[config.mk]
export PLATFORM = sky130hd
export DESIGN_NAME = alu_seq
export DESIGN_NICKNAME = d
export VERILOG_FILES = /design/src/rtl/alu_seq_pkg.sv /design/src/rtl/alu_seq_mul.sv /design/src/rtl/alu_seq.sv
export SDC_FILE = /design/constraint.sdc
export NUM_CORES = 1
export LEC_CHECK = 0
export ABC_AREA = 0
export CORE_UTILIZATION = 40
export DETAILED_ROUTE_END_ITERATION = 8
export GPL_TIMING_DRIVEN = 0
export PLACE_DENSITY = 0.63
export SYNTH_ARGS = -nofsm -noshare
export SYNTH_HDL_FRONTEND = slang
export SYNTH_HIERARCHICAL = 1
export SYNTH_SLANG_ARGS = --single-unit
[constraint.sdc]
create_clock -name clk -period 2.8 [get_ports clk]
set_input_delay 0.56 -clock clk [delete_from_list [all_inputs] [get_ports clk]]
set_output_delay 0.56 -clock clk [all_outputs]
set_load 0.005 [all_outputs]
[src/rtl/alu_seq_pkg.sv]
// Shared opcode, status-bit and FSM-state constants for alu_seq.
// The ALU_SEQ_MUL_EN macro enables the multiplier; this package is identical in both builds.
package alu_seq_pkg;

    localparam logic [2:0] OP_ADD  = 3'b000;
    localparam logic [2:0] OP_SUB  = 3'b001;
    localparam logic [2:0] OP_AND  = 3'b010;
    localparam logic [2:0] OP_NOTB = 3'b011;
    localparam logic [2:0] OP_MUL  = 3'b100;

    localparam int ST_Z = 0;
    localparam int ST_N = 1;
    localparam int ST_V = 2;

    localparam logic [1:0] IDLE = 2'd0;
    localparam logic [1:0] BUSY = 2'd1;
    localparam logic [1:0] HOLD = 2'd2;

endpackage

[src/rtl/alu_seq_mul.sv]
// Iterative W-step shift-add unsigned multiplier producing a 2W-bit product.
// Only instantiated when ALU_SEQ_MUL_EN is defined.
module alu_seq_mul
    import alu_seq_pkg::*;
#(
    parameter int W = 16
) (
    input  logic           clk,
    input  logic           rst,
    input  logic           start_i,
    input  logic [W-1:0]   a_i,
    input  logic [W-1:0]   b_i,
    output logic           done_o,
    output logic [2*W-1:0] product_o
);

    localparam int CW = $clog2(W + 1);

    logic [CW-1:0]  cnt_q, cnt_d;
    logic [2*W-1:0] mcand_q, mcand_d;
    logic [W-1:0]   mplier_q, mplier_d;
    logic [2*W-1:0] acc_q, acc_d;

    // Load operands on start, otherwise take one shift-add step while steps remain.
    always_comb begin
        cnt_d    = cnt_q;
        mcand_d  = mcand_q;
        mplier_d = mplier_q;
        acc_d    = acc_q;
        if (start_i) begin
            cnt_d    = CW'(W);
            mcand_d  = {{W{1'b0}}, a_i};
            mplier_d = b_i;
            acc_d    = {2*W{1'b0}};
        end else if (cnt_q != {CW{1'b0}}) begin
            acc_d    = acc_q + (mplier_q[0] ? mcand_q : {2*W{1'b0}});
            mcand_d  = mcand_q << 1;
            mplier_d = mplier_q >> 1;
            cnt_d    = cnt_q - CW'(1);
        end else begin
            acc_d    = acc_q;
        end
    end

    // Done flags the edge that performs the final step; product_o already includes it.
    assign done_o    = (cnt_q == CW'(1));
    assign product_o = acc_d;

    // Multiplier state registers.
    always_ff @(posedge clk or posedge rst) begin
        if (rst) begin
            cnt_q    <= {CW{1'b0}};
            mcand_q  <= {2*W{1'b0}};
            mplier_q <= {W{1'b0}};
            acc_q    <= {2*W{1'b0}};
        end else begin
            cnt_q    <= cnt_d;
            mcand_q  <= mcand_d;
            mplier_q <= mplier_d;
            acc_q    <= acc_d;
        end
    end

endmodule

[src/rtl/alu_seq.sv]
// Handshaked W-bit ALU with a registered result and {V,N,Z} status.
// Define ALU_SEQ_MUL_EN to add the iterative MUL opcode (BUSY/HOLD states and alu_seq_mul).
module alu_seq
    import alu_seq_pkg::*;
#(
    parameter int W = 16
) (
    input  logic         clk,
    input  logic         reset,
    input  logic         in_valid,
    output logic         in_ready,
    input  logic [W-1:0] Ain,
    input  logic [W-1:0] Bin,
    input  logic [2:0]   ALUop,
    output logic         out_valid,
    input  logic         out_ready,
    output logic [W-1:0] out,
    output logic [2:0]   status
);

    logic [1:0]   state_q, state_d;
    logic [W-1:0] out_q, out_d;
    logic [2:0]   status_q, status_d;
    logic         out_valid_q, out_valid_d;
    logic         slot_free_s;
    logic         accept_s;
    logic [W-1:0] sc_res_s;
    logic         sc_v_s;

    function automatic logic [2:0] pack_status(input logic v, input logic [W-1:0] r);
        logic [2:0] s;
        s       = 3'b000;
        s[ST_V] = v;
        s[ST_N] = r[W-1];
        s[ST_Z] = (r == {W{1'b0}});
        return s;
    endfunction

    assign slot_free_s = !out_valid_q || out_ready;
    assign in_ready    = (state_q == IDLE) && slot_free_s;
    assign accept_s    = in_valid && in_ready;

`ifdef ALU_SEQ_MUL_EN
    logic           mul_start_s;
    logic           mul_done_s;
    logic [2*W-1:0] mul_prod_s;

    alu_seq_mul #(
        .W(W)
    ) u_mul (
        .clk       (clk),
        .rst       (reset),
        .start_i   (mul_start_s),
        .a_i       (Ain),
        .b_i       (Bin),
        .done_o    (mul_done_s),
        .product_o (mul_prod_s)
    );
`endif

    // Single-cycle datapath; reserved opcodes fall through to zero, which yields status 001.
    always_comb begin
        sc_res_s = {W{1'b0}};
        sc_v_s   = 1'b0;
        case (ALUop)
            OP_ADD: begin
                sc_res_s = Ain + Bin;
                sc_v_s   = (Ain[W-1] == Bin[W-1]) && (sc_res_s[W-1] != Ain[W-1]);
            end
            OP_SUB: begin
                sc_res_s = Ain - Bin;
                sc_v_s   = (Ain[W-1] != Bin[W-1]) && (sc_res_s[W-1] != Ain[W-1]);
            end
            OP_AND:  sc_res_s = Ain & Bin;
            OP_NOTB: sc_res_s = ~Bin;
            default: sc_res_s = {W{1'b0}};
        endcase
    end

    // Control FSM and output-slot management.
    always_comb begin
        state_d     = state_q;
        out_d       = out_q;
        status_d    = status_q;
        out_valid_d = out_valid_q && !out_ready;
`ifdef ALU_SEQ_MUL_EN
        mul_start_s = 1'b0;
`endif
        case (state_q)
            IDLE: begin
                if (accept_s) begin
`ifdef ALU_SEQ_MUL_EN
                    if (ALUop == OP_MUL) begin
                        mul_start_s = 1'b1;
                        state_d     = BUSY;
                    end else begin
                        out_d       = sc_res_s;
                        status_d    = pack_status(sc_v_s, sc_res_s);
                        out_valid_d = 1'b1;
                    end
`else
                    out_d       = sc_res_s;
                    status_d    = pack_status(sc_v_s, sc_res_s);
                    out_valid_d = 1'b1;
`endif
                end else begin
                    state_d = IDLE;
                end
            end
`ifdef ALU_SEQ_MUL_EN
            BUSY: begin
                if (mul_done_s && slot_free_s) begin
                    out_d       = mul_prod_s[W-1:0];
                    status_d    = pack_status(|mul_prod_s[2*W-1:W], mul_prod_s[W-1:0]);
                    out_valid_d = 1'b1;
                    state_d     = IDLE;
                end else if (mul_done_s) begin
                    state_d = HOLD;
                end else begin
                    state_d = BUSY;
                end
            end
            HOLD: begin
                // Product waits in the multiplier accumulator until the old result is consumed.
                if (out_valid_q && out_ready) begin
                    out_d       = mul_prod_s[W-1:0];
                    status_d    = pack_status(|mul_prod_s[2*W-1:W], mul_prod_s[W-1:0]);
                    out_valid_d = 1'b1;
                    state_d     = IDLE;
                end else begin
                    state_d = HOLD;
                end
            end
`endif
            default: state_d = IDLE;
        endcase
    end

    // Result, status and control registers.
    always_ff @(posedge clk or posedge reset) begin
        if (reset) begin
            state_q     <= IDLE;
            out_q       <= {W{1'b0}};
            status_q    <= 3'b000;
            out_valid_q <= 1'b0;
        end else begin
            state_q     <= state_d;
            out_q       <= out_d;
            status_q    <= status_d;
            out_valid_q <= out_valid_d;
        end
    end

    assign out       = out_q;
    assign status    = status_q;
    assign out_valid = out_valid_q;

endmodule
* After elaboration in Yosys (flattened, before gate mapping) *
Index checks and enable logic that the tools add are counted.

word-level totals
  bits in writable memories = 0
  memory bits (read-only) = 0
  memories = 0
  input port bits = 39
  logic and storage cells = 34
  output and inout port bits = 21
  register bits after elaboration = 22
  latch bits = 0

cells by class
  bitwise logic cells = 2
  multipliers = 0
  add/sub/neg operators = 2
  equal/unequal tests = 8
  reduce and logical (&&, ||, !) cells = 12
  multiplexer cells = 6
  $lt $le $gt $ge = 0
  shifts and indexed selects = 0
  div/mod/pow operators = 0

operators with widths
  operator              count
  $pmux W16 S4          1
  $add A16 B16 Y16      1
  $and A16 B16 Y16      1
  $logic_not A16 Y1     1
  $not A16 Y16          1
  $sub A16 B16 Y16      1
  $eq A3 B2 Y1 const B  2
  $logic_and A1 B1 Y1   5
  $mux W2               2
  $eq A3 B1 Y1 const B  1
  $logic_not A3 Y1      1
  $ne A1 B1 Y1          3
  $logic_not A1 Y1      2
  $logic_not A2 Y1      1
  $mux W1               2
  $ne A2 B2 Y1 const B  1
  $pmux W1 S2           1
  $reduce_and A2 Y1     1
  $eq A1 B1 Y1          1
  $logic_or A1 B1 Y1    1

* Depth between registers and ports, before layout *
Gate-level depths: netlist of run 1.

  depth after elaboration = 6
  mapped depth = 12
  mapped depth without buffers = 12

* Worst setup path before layout of run 1 *
OpenSTA, ideal clock, no wires.

  path type = input port to flip-flop
  start point = input Bin[5]
  end point = register status_q[0] (netlist: status[0])
  path slack = -0.294 ns
  path buffers = 1
  stages on the path = 11
  arrival = 3.018 ns
  required time = 2.724 ns
  cells stage by stage = inv_1 -> ha_1 -> buf_6 -> or4_4 -> a32oi_2 -> nand3_1 -> o311ai_0 -> xnor2_1 -> o21ai_0 -> or4b_1 -> o21ai_1

between the ends
  cells in the longest elaborated chain, start to end = 3
  elaborated cells on any way between the ends = 6

ends and longest elaborated chain
  element                                   line            RTL
  from (decl)                               alu_seq.sv:13   input logic [W-1:0] Bin,
  $sub A16 B16 Y16 (tied with other cells)  alu_seq.sv:71   sc_res_s = Ain - Bin;
  $pmux W16 S4 *                            alu_seq.sv:65   case (ALUop)
  $logic_not A16 Y1 *                       alu_seq.sv:35   s[ST_Z] = (r == {W{1'b0}});
  to (signal assigned)                      alu_seq.sv:149  status_q <= status_d;
  to (decl)                                 alu_seq.sv:23   logic [2:0] status_q, status_d;

Every way passes the cells marked *; elsewhere a longest branch is shown, timed or not.
A chain may end at the register's enable or synchronous reset.

* Worst setup path in the final report of run 1 *
  start point = input Ain[0]
  end point = register status_q[0] (netlist: status[0])

between the ends
  cells in the longest elaborated chain, start to end = 3
  elaborated cells on any way between the ends = 5

ends and longest elaborated chain
  element                                   line           RTL
  from (decl)                               alu_seq.sv:12  input logic [W-1:0] Ain,
  $sub A16 B16 Y16 (tied with other cells)  alu_seq.sv:71
  $pmux W16 S4 *                            alu_seq.sv:65
  $logic_not A16 Y1 *                       alu_seq.sv:35

Marked as above.

==> summary.txt, run 1 <==
status: finished with violations
failing checks: DRC, setup timing
layout cells sized above 1: 33.18%
Hold Path Class: flip-flop to flip-flop
H-tree levels: 1
routed wire length: 8679 µm
initial antenna violation count: 0
antenna-violating nets left: 0
Synth Warn #: 6
Pleak: 0.001789 µW
clock root cell: clkbuf_8
most common cell after layout, fill and taps aside: clkdlybuf4s50_1
CP arrival: 3.12 ns
Post-synth EDFFs: 0
Area contributors post-synth: dfrtp_1 (17%), ha_1 (15%), inv_1 (4.8%)
die height: 84.92 µm
reg-to-reg critical path endpoint: status[0]
fin crit period: 2.944 ns
RSZ-0062 raised after global routing: true
crit path capture: status[0]
crit start category: input pin
area used by multi-input combinational logic: 2522 µm²
Starting Density: 42.34%
Crit. End Element: flip-flop
final setup violation count: 1
clk sinks: 19
syn_area_per_cell: 7.769 µm²
Core Region: 6495 µm²
Clock transition at path regs: 0.07 ns
period utilisation layout: 105.1%
Die Footprint: 7211 µm²
Hold Slack: 0.4897 ns
Least-Margin Pin Slew: 0.7010 ns
final hold violations: 0
Fill cells: 590
largest net degree at the start of global routing: 20
Seq/Total Area, Yosys: 17.29%
final core occ: 63.57%
R2R cell count: 6
row cnt: 29
GPL Wtd Cong: 0.8627
# DRC: 8
Worst slew margin: 53.22%
P&R area growth vs syn: 50.14%
TritonCTS Buffers: 3
post-DP HPWL: 6380 µm
syn_nets: 427
Post-layout nets: 508
vias in the first global route: 2909
DR vias: 2972
IO Pins: 60
peak supply drop: 0.1418 mV
Reg area: 475.5 µm²
clock latency on the worst-skew pair: 0.25 ns
ANT cells: 0
kind of critical path: input pin to flip-flop
FF+latch count, synth: 19
Critical Path Fanout Max: 2
clk buf depth: 2
Synth Flop Type: dfrtp_1
Vias/cell: 5.816
Required @ worst endpoint: 2.98 ns
Die Width: 84.92 µm
DRT iter0 DRCs: 221
grt total ovfl: 0
most frequent cells in the layout: clkdlybuf4s50_1 (36), nand2_1 (28), buf_4 (26)
max cap viols: 0
number of distinct library cells after synthesis: 65
Final Skew: 0.003898 ns
Netlist Area Pre-Place: 2750 µm²
fin worst setup slack: -0.1439 ns
Post-synth ARST share: 100.0%
TritonRoute pass-1 iters: 7
area leader, netlist: dfrtp_1
post-synth top area share: 17.29%
fmax: 0.3397 GHz
PortBufs: 58
Synth Instances: 354
r2r setup slk: 0.94 ns
P per Cell Area: 325.2 nW/µm²
Reg-to-Reg Start: out_valid
Global Route Usage Sum: 24.70%
CTS tree: done
max-slew violation count: 0
WL per Instance: 16.98 µm
Setup crit start: Ain[0]
global-route wire length before repair: 14370 µm
total negative slack: -0.1439 ns
how the worst min path moves through the flow:
stage	from	to	depth (start not counted)
after floorplan	out[0]	out[0]	2
after global placement	out[8]	out[8]	2
after detailed placement	out[5]	out[5]	2
after CTS	out[5]	out[5]	2
after global routing	out[11]	out[11]	1
final	out[8]	out[8]	2
report_power, final:
group | total, µW | internal [µW] | leakage, µW | switching, µW
registers | 335 | 313 | 0.000244 | 21.3
clock network | 189 | 98.7 | 0.0000255 | 89.8
logic | 819 | 420 | 0.00152 | 399
total | 1340 | 833 | 0.00179 | 510
flip-flops by register name, indices dropped and copies added, names as in the netlist:
register   count
out           15
status         3
out_valid      1
critical path: stages:
cell,delay [ns]
buf_8,0.09
inv_4,0.04
ha_4,0.14
fa_2,0.35
and2b_1,0.25
o21ai_2,0.07
a211o_1,0.31
a21oi_2,0.19
nor4b_4,0.08
o32a_1,0.34
a21boi_1,0.14
or4b_1,0.44
o21ai_1,0.13
metal layers:
layer / up-vias / track usage, % / routed length (µm)
met2: 104 / 42.28 / 4206
met4: 0 / 5.393 / 124
met5: - / 0 / 0
met3: 12 / 1.459 / 432
met1: 1407 / 34.37 / 3915
li1: 1449 / - / -
through the flow:
| stage | power, µW | worst slack (ns) | area [µm²] | std cells |
|---|---|---|---|---|
| floorplan | 727.0 | -0.1295 | 2801 | 354 |
| global placement | 969.9 | -1.029 | 3478 | 489 |
| detailed placement | 979.5 | -1.035 | 3478 | 489 |
| CTS | 1270 | -0.2126 | 3926 | 507 |
| global route | 1434 | -0.2222 | 4129 | 511 |
| finish | 1343 | -0.1439 | 4129 | 511 |
final cells by class:
type,count,area share (%)
inverter,35,3.606
multi-input combinational,281,61.09
tap,77,2.333
timing repair buffer,82,18.03
clock inverter,1,0.1212
clock buffer,3,1.000
buffer,13,2.303
sequential,19,11.52
synthesized netlist by cell type, types with 4 or more instances:
cell and number:
o211ai_1 5, inv_1 35, nor2b_1 6, mux2i_1 10
nand2b_1 6, mux2_2 7, a211oi_1 7, ha_1 32
clkbuf_1 9, a21o_1 4, dfrtp_1 19, or3_1 5
nand2_1 30, o21bai_1 5, a21oi_1 25, o21a_1 5
xnor2_1 5, nand3_1 11, nor2_1 21, nor3_1 9
o21ai_0 24, a31oi_1 4, xor2_1 5, buf_2 6
what timing repair did:
action,in CTS,in global routing
gates resized for setup,141,57
setup buffers,19,5
gates cloned,0,0
endpoints found under the setup margin,13,6
hold buffers,0,0
pin swaps,51,40
logic make-up after synthesis:
| kind of cell | share of synthesized area (%) |
|---|---|
| adders and majority gates | 16.01 |
| xor gates and xnor gates | 3.185 |
| buffers and inverters | 8.189 |
| AOI/OAI and AO/OA | 29.21 |
| DFF | 17.29 |
| and+or+nand+nor | 18.79 |
| muxes | 7.325 |
Note: power is estimated with default switching activity, not from simulation.
==> inputs of run 2 (changes only) <==
CORE_MARGIN = 2   (was not set)
==> summary.txt, run 2 (synthesis results as in run 1) <==
fmax: 0.3345 GHz (-1.5%)
kind of critical path: input pin to flip-flop
Crit path largest cell delay: 0.50 ns (+0.06 ns)
slowest CP cell: or4b_4
# DRC: 0 (-8)
Internal: 849.1 µW (+2.0%)
clock latency on the worst-skew pair: 0.26 ns (about the same)
CP top delay family: simple AND/OR/NAND/NOR gates
status: finished with violations
H-tree levels: 1 (unchanged)
CP bufs+invs: 2 (unchanged)
Least-Margin Pin Slew: 0.7845 ns (+0.08357 ns)
clk sinks: 19 (unchanged)
RSZ-0062 raised after global routing: true
Pleak: 0.001801 µW (+0.70%)
fin crit period: 2.989 ns (+0.04532 ns)
Hold Slack: 0.4813 ns (-0.008321 ns)
largest net degree at the start of global routing: 20 (unchanged)
antenna-violating nets left: 0 (unchanged)
grt total ovfl: 0 (unchanged)
Logic pwr share: 61.6% (+0.6 points)
Global Route Usage Sum: 23.37% (-1.3 points)
Critical Path Fanout Max: 4 (+2)
sw frac: 37.87% (-0.12 points)
Starting Density: 40.93% (-1.4 points)
part of the power in the clock network: 14.0% (about the same)
Cell Chain, Critical Path: buf_8 > ha_4 > inv_2 > fa_2 > o21bai_4 > a211oi_4 > or3_4 > a21oi_4 > and3_4 > o32a_1 > nand4_1 > or4b_4 > o21ai_2
max cap viols: 0 (unchanged)
final setup violation count: 1 (unchanged)
Crit. End Element: flip-flop
Worst slew margin: 47.50% (-5.7 points)
Post-CTS Hold Buffers: 0 (unchanged)
failing checks: setup timing
total negative slack: -0.1893 ns (-0.04532 ns)
Required @ worst endpoint: 2.99 ns (about the same)
clk buf depth: 2 (unchanged)
Flop pwr share: 24.4% (-0.5 points)
TritonRoute pass-1 iters: 5 (-2)
Largest register FFs: 15 (unchanged)
Place WS: -1.062 ns (-0.02659 ns)
PortBufs: 58 (unchanged)
CP arrival: 3.18 ns (+0.06 ns)
routed wire length: 8965 µm (+3.3%)
final hold violations: 0 (unchanged)
most common cell after layout, fill and taps aside: clkdlybuf4s50_1
Final Skew: 0.0004712 ns (-0.003427 ns)
Vias/cell: 5.952 (+2.3%)
total power: 1367 µW (+1.8%)
die height: 86.92 µm (+2.4%)
Post-layout nets: 513 (+0.98%)
P per Cell Area: 327.0 nW/µm² (+0.55%)
peak supply drop: 0.1586 mV (+12%)
critical path depth: 13 (unchanged)
crit start category: input pin
fin worst setup slack: -0.1893 ns (-0.04532 ns)
Sw Pwr: 517.5 µW (+1.4%)
GPL Wtd Cong: 0.8610 (-0.20%)
R2R cell count: 6 (unchanged)
row cnt: 30 (+3.4%)
CTS tree: done
Die Footprint: 7554 µm² (+4.8%)
Worst Hold Depth: 2 (unchanged)
DRT iter0 DRCs: 128 (-42%)
final core occ: 62.20% (-1.4 points)
IO Pins: 60 (unchanged)
P&R area growth vs syn: 51.96%
Hold Path Class: flip-flop to flip-flop
initial antenna violation count: 0 (unchanged)
ANT cells: 0 (unchanged)
WL per Instance: 17.27 µm (+1.7%)
TritonCTS Buffers: 3 (unchanged)
most frequent cells in the layout: clkdlybuf4s50_1 (38), buf_4 (31), nand2_1 (29)
period utilisation layout: 106.8% (+1.6 points)
post-DP HPWL: 6468 µm (+1.4%)
DR vias: 3089 (+3.9%)
global-route wire length before repair: 14210 µm (-1.1%)
vias in the first global route: 2896 (-0.45%)
clock root cell: clkbuf_8
Clock transition at path regs: 0.07 ns (about the same)
Die Width: 86.92 µm (+2.4%)
max-slew violation count: 0 (unchanged)
layout cells sized above 1: 34.17% (+0.99 points)
Core Region: 6719 µm² (+3.4%)
run 2: worst register-to-register path: stages (launching register included):
cell      delay (ns)
dfrtp_1         0.37
nand2b_1        0.13
nand2_1         0.28
a21oi_1         0.20
o21ai_1         0.11
or4b_4          0.53
o21ai_2         0.12
run 2: worst paths after layout:
check                       endpoint  slack, ns       from
setup / recovery           status[0]      -0.19     Bin[0]
hold / removal                out[9]       0.48     out[9]
setup reg to reg           status[0]       0.98  out_valid
hold reg to reg               out[9]       0.48     out[9]
max in group asynchronous  status[2]       1.63      reset
min in group asynchronous  out_valid       0.72      reset
run 2: final cells by class:
| class | count | area (µm²) |
|---|---|---|
| timing repair buffer | 86 | 768.2 |
| clock buffer | 4 | 45.04 |
| sequential | 19 | 475.5 |
| buffer | 14 | 92.59 |
| multi-input combinational | 281 | 2551 |
| tap | 80 | 100.1 |
| fill | 584 | 2540 |
| inverter | 35 | 146.4 |
run 2: metrics by stage:
step,instance area [µm²],instances
after floorplan,2801,354
after global placement,3482,492
after detailed placement,3482,492
after CTS,3998,511
after global routing,4179,519
final,4179,519
run 2: power by group through the flow:
stage / clock, µW / sequential [µW] / combinational [µW]
2_1_floorplan: 0 / 341 / 386
5_1_grt: 205 / 339 / 907
3_5_place_dp: 0 / 341 / 641
3_3_place_gp: 0 / 338 / 633
6_report: 191 / 334 / 842
4_1_cts: 191 / 335 / 765
run 2: routing by layer:
layer / GRT usage (%) / share of wire [%]
met5: 0 / 0
met4: 4.403 / 2.1
met3: 1.706 / 6.0
met2: 41.78 / 48
met1: 30.93 / 44
run 2: what timing repair did:
item	4_1_cts	5_1_grt
setup endpoints to repair	13	6
buffers inserted	20	8
gates resized for setup	136	55
pin swaps	49	41
==> inputs of run 3 (changes only) <==
CAP_MARGIN = 15   (was not set)
SETUP_SLACK_MARGIN = 0.4   (was not set)
==> summary.txt, run 3 (synthesis results as in run 1) <==
status: finished with violations
failing checks: setup timing
fmax: 0.3360 GHz (+0.43%)
GPL Wtd Cong: 0.8821 (+2.5%)
Pleak: 0.001828 µW (+1.5%)
Die Width: 86.92 µm (unchanged)
crit start category: input pin
reg-to-reg critical path endpoint: status[0]
Core Region: 6719 µm² (unchanged)
WL per Instance: 16.35 µm (-5.4%)
most frequent cells in the layout: clkdlybuf4s50_1 (37), nand2_1 (29), buf_4 (25)
Post-layout nets: 511 (-0.39%)
most common cell after layout, fill and taps aside: clkdlybuf4s50_1
IO Pins: 60 (unchanged)
Required @ worst endpoint: 2.98 ns (about the same)
fin worst setup slack: -0.1764 ns (+0.01285 ns)
grt total ovfl: 0 (unchanged)
row cnt: 30 (unchanged)
total negative slack: -0.1764 ns (+0.01285 ns)
Global Route Usage Sum: 22.42% (-0.94 points)
antenna-violating nets left: 0 (unchanged)
final hold violations: 0 (unchanged)
layout cells sized above 1: 35.01% (+0.84 points)
Worst slew margin: 52.34% (+4.8 points)
largest net degree at the start of global routing: 20 (unchanged)
Hold Path Class: flip-flop to flip-flop
P&R area growth vs syn: 54.78%
Hold Crit Endpoint: out[7]
Fill cells: 592 (+1.4%)
clk buf depth: 2 (unchanged)
Vias/cell: 5.772 (-3.0%)
Critical Path Fanout Max: 3 (-1)
Reg area: 475.5 µm² (unchanged)
PortBufs: 58 (unchanged)
Reg-to-Reg Start: out_valid
DR vias: 2984 (-3.4%)
period utilisation layout: 106.3% (-0.46 points)
global-route wire length before repair: 13770 µm (-3.2%)
Clock transition at path regs: 0.08 ns (about the same)
area used by multi-input combinational logic: 2550 µm² (about the same)
max cap viols: 0 (unchanged)
peak supply drop: 0.1612 mV (+1.6%)
fin crit period: 2.976 ns (-0.01285 ns)
Crit. End Element: flip-flop
TritonCTS Buffers: 3 (unchanged)
vias in the first global route: 2880 (-0.55%)
post-DP HPWL: 6405 µm (-0.97%)
DRT iter0 DRCs: 144 (+13%)
Die Footprint: 7554 µm² (unchanged)
H-tree levels: 1 (unchanged)
Least-Margin Pin Slew: 0.7142 ns (-0.07037 ns)
Worst Hold Depth: 2 (unchanged)
clock latency on the worst-skew pair: 0.26 ns (about the same)
CTS tree: done
initial antenna violation count: 0 (unchanged)
kind of critical path: input pin to flip-flop
hold wc startpoint: out[7]
Post-CTS Hold Buffers: 0 (unchanged)
Hold Slack: 0.4818 ns (+0.0004940 ns)
Starting Density: 40.93% (unchanged)
ANT cells: 0 (unchanged)
clock root cell: clkbuf_8
CP arrival: 3.16 ns (-0.02 ns)
TritonRoute pass-1 iters: 5 (unchanged)
# DRC: 0 (unchanged)
r2r setup slk: 0.96 ns (-0.02 ns)
clk sinks: 19 (unchanged)
Place WS: -1.171 ns (-0.1090 ns)
max-slew violation count: 0 (unchanged)
Largest register FFs: 15 (unchanged)
RSZ-0062 raised after global routing: true
routed wire length: 8451 µm (-5.7%)
final setup violation count: 1 (unchanged)
R2R cell count: 6 (unchanged)
P per Cell Area: 323.0 nW/µm² (-1.2%)
die height: 86.92 µm (unchanged)
Final Skew: 0.007065 ns (+0.006594 ns)
-- run 3: cell types whose count changed in the layout (fill, tap and decap cells not counted), sizes merged --
cell / change
dlygate4sd2: +2
clkinvlp: +1
clkdlybuf4s15: +4
clkdlybuf4s50: -1
dlymetal6s2s: -1
clkbuf: -5
buf: -2
-- run 3: worst max-delay path by stage --
stage / slack [ns] / cells past startpoint / start / to
floorplan: -0.13 / 11 / Bin[7] / status[0]
global placement: -1.14 / 13 / Ain[0] / status[0]
detailed placement: -1.17 / 13 / Ain[0] / status[0]
CTS: -0.16 / 11 / Ain[5] / status[0]
global route: -0.32 / 11 / Ain[8] / status[0]
finish: -0.18 / 11 / Ain[8] / status[0]
-- run 3: cell type report --
class	instances	share of cell area [%]
Tap cell	80	2.352
Timing Repair Buffer	79	17.81
Sequential cell	19	11.17
Multi-Input combinational cell	281	59.91
Inverter	35	3.733
Clock inverter	1	0.1764
Buffer	19	3.880
Clock buffer	3	0.9700
-- run 3: stage by stage --
stage / total power [µW] / std cells / util (%) / area [µm²]
after floorplan: 734.9 / 354 / - / 2853
after global placement: 980.5 / 492 / 52.59 / 3533
after detailed placement: 991.0 / 492 / 52.59 / 3533
after CTS: 1322 / 511 / 60.99 / 4098
after global routing: 1459 / 517 / 63.35 / 4257
final: 1375 / 517 / 63.35 / 4257
-- run 3: where the power goes --
part | total (µW) | internal [µW] | switching [µW]
Combinational | 846 | 438 | 408
Clock | 194 | 100 | 93.9
Sequential | 334 | 313 | 21.0
Total | 1370 | 852 | 523
-- run 3: worst max-delay path: stages --
cell and delay (ns):
clkdlybuf4s15_1 0.23, ha_4 0.27, or4_4 0.50, a32oi_2 0.24, buf_4 0.16, a31oi_4 0.09, a221oi_2 0.32, o31ai_2 0.11
a21boi_1 0.13, or4b_1 0.43, o21ai_1 0.12
-- run 3: repair_timing --
action,CTS,global route
setup buffers,15,6
setup endpoints to repair,17,13
pin swaps,45,35
hold endpoints to repair,0,0
resized for setup,159,51
-- run 3: routing by layer --
| metal | share of wire [%] | vias to the layer above | GRT usage (%) |
|---|---|---|---|
| li1 | - | 1456 | - |
| met1 | 47 | 1438 | 30.94 |
| met2 | 49 | 85 | 39.42 |
| met3 | 3.9 | 5 | 0.9479 |
| met4 | 0.40 | 0 | 3.693 |
| met5 | 0 | - | 0 |
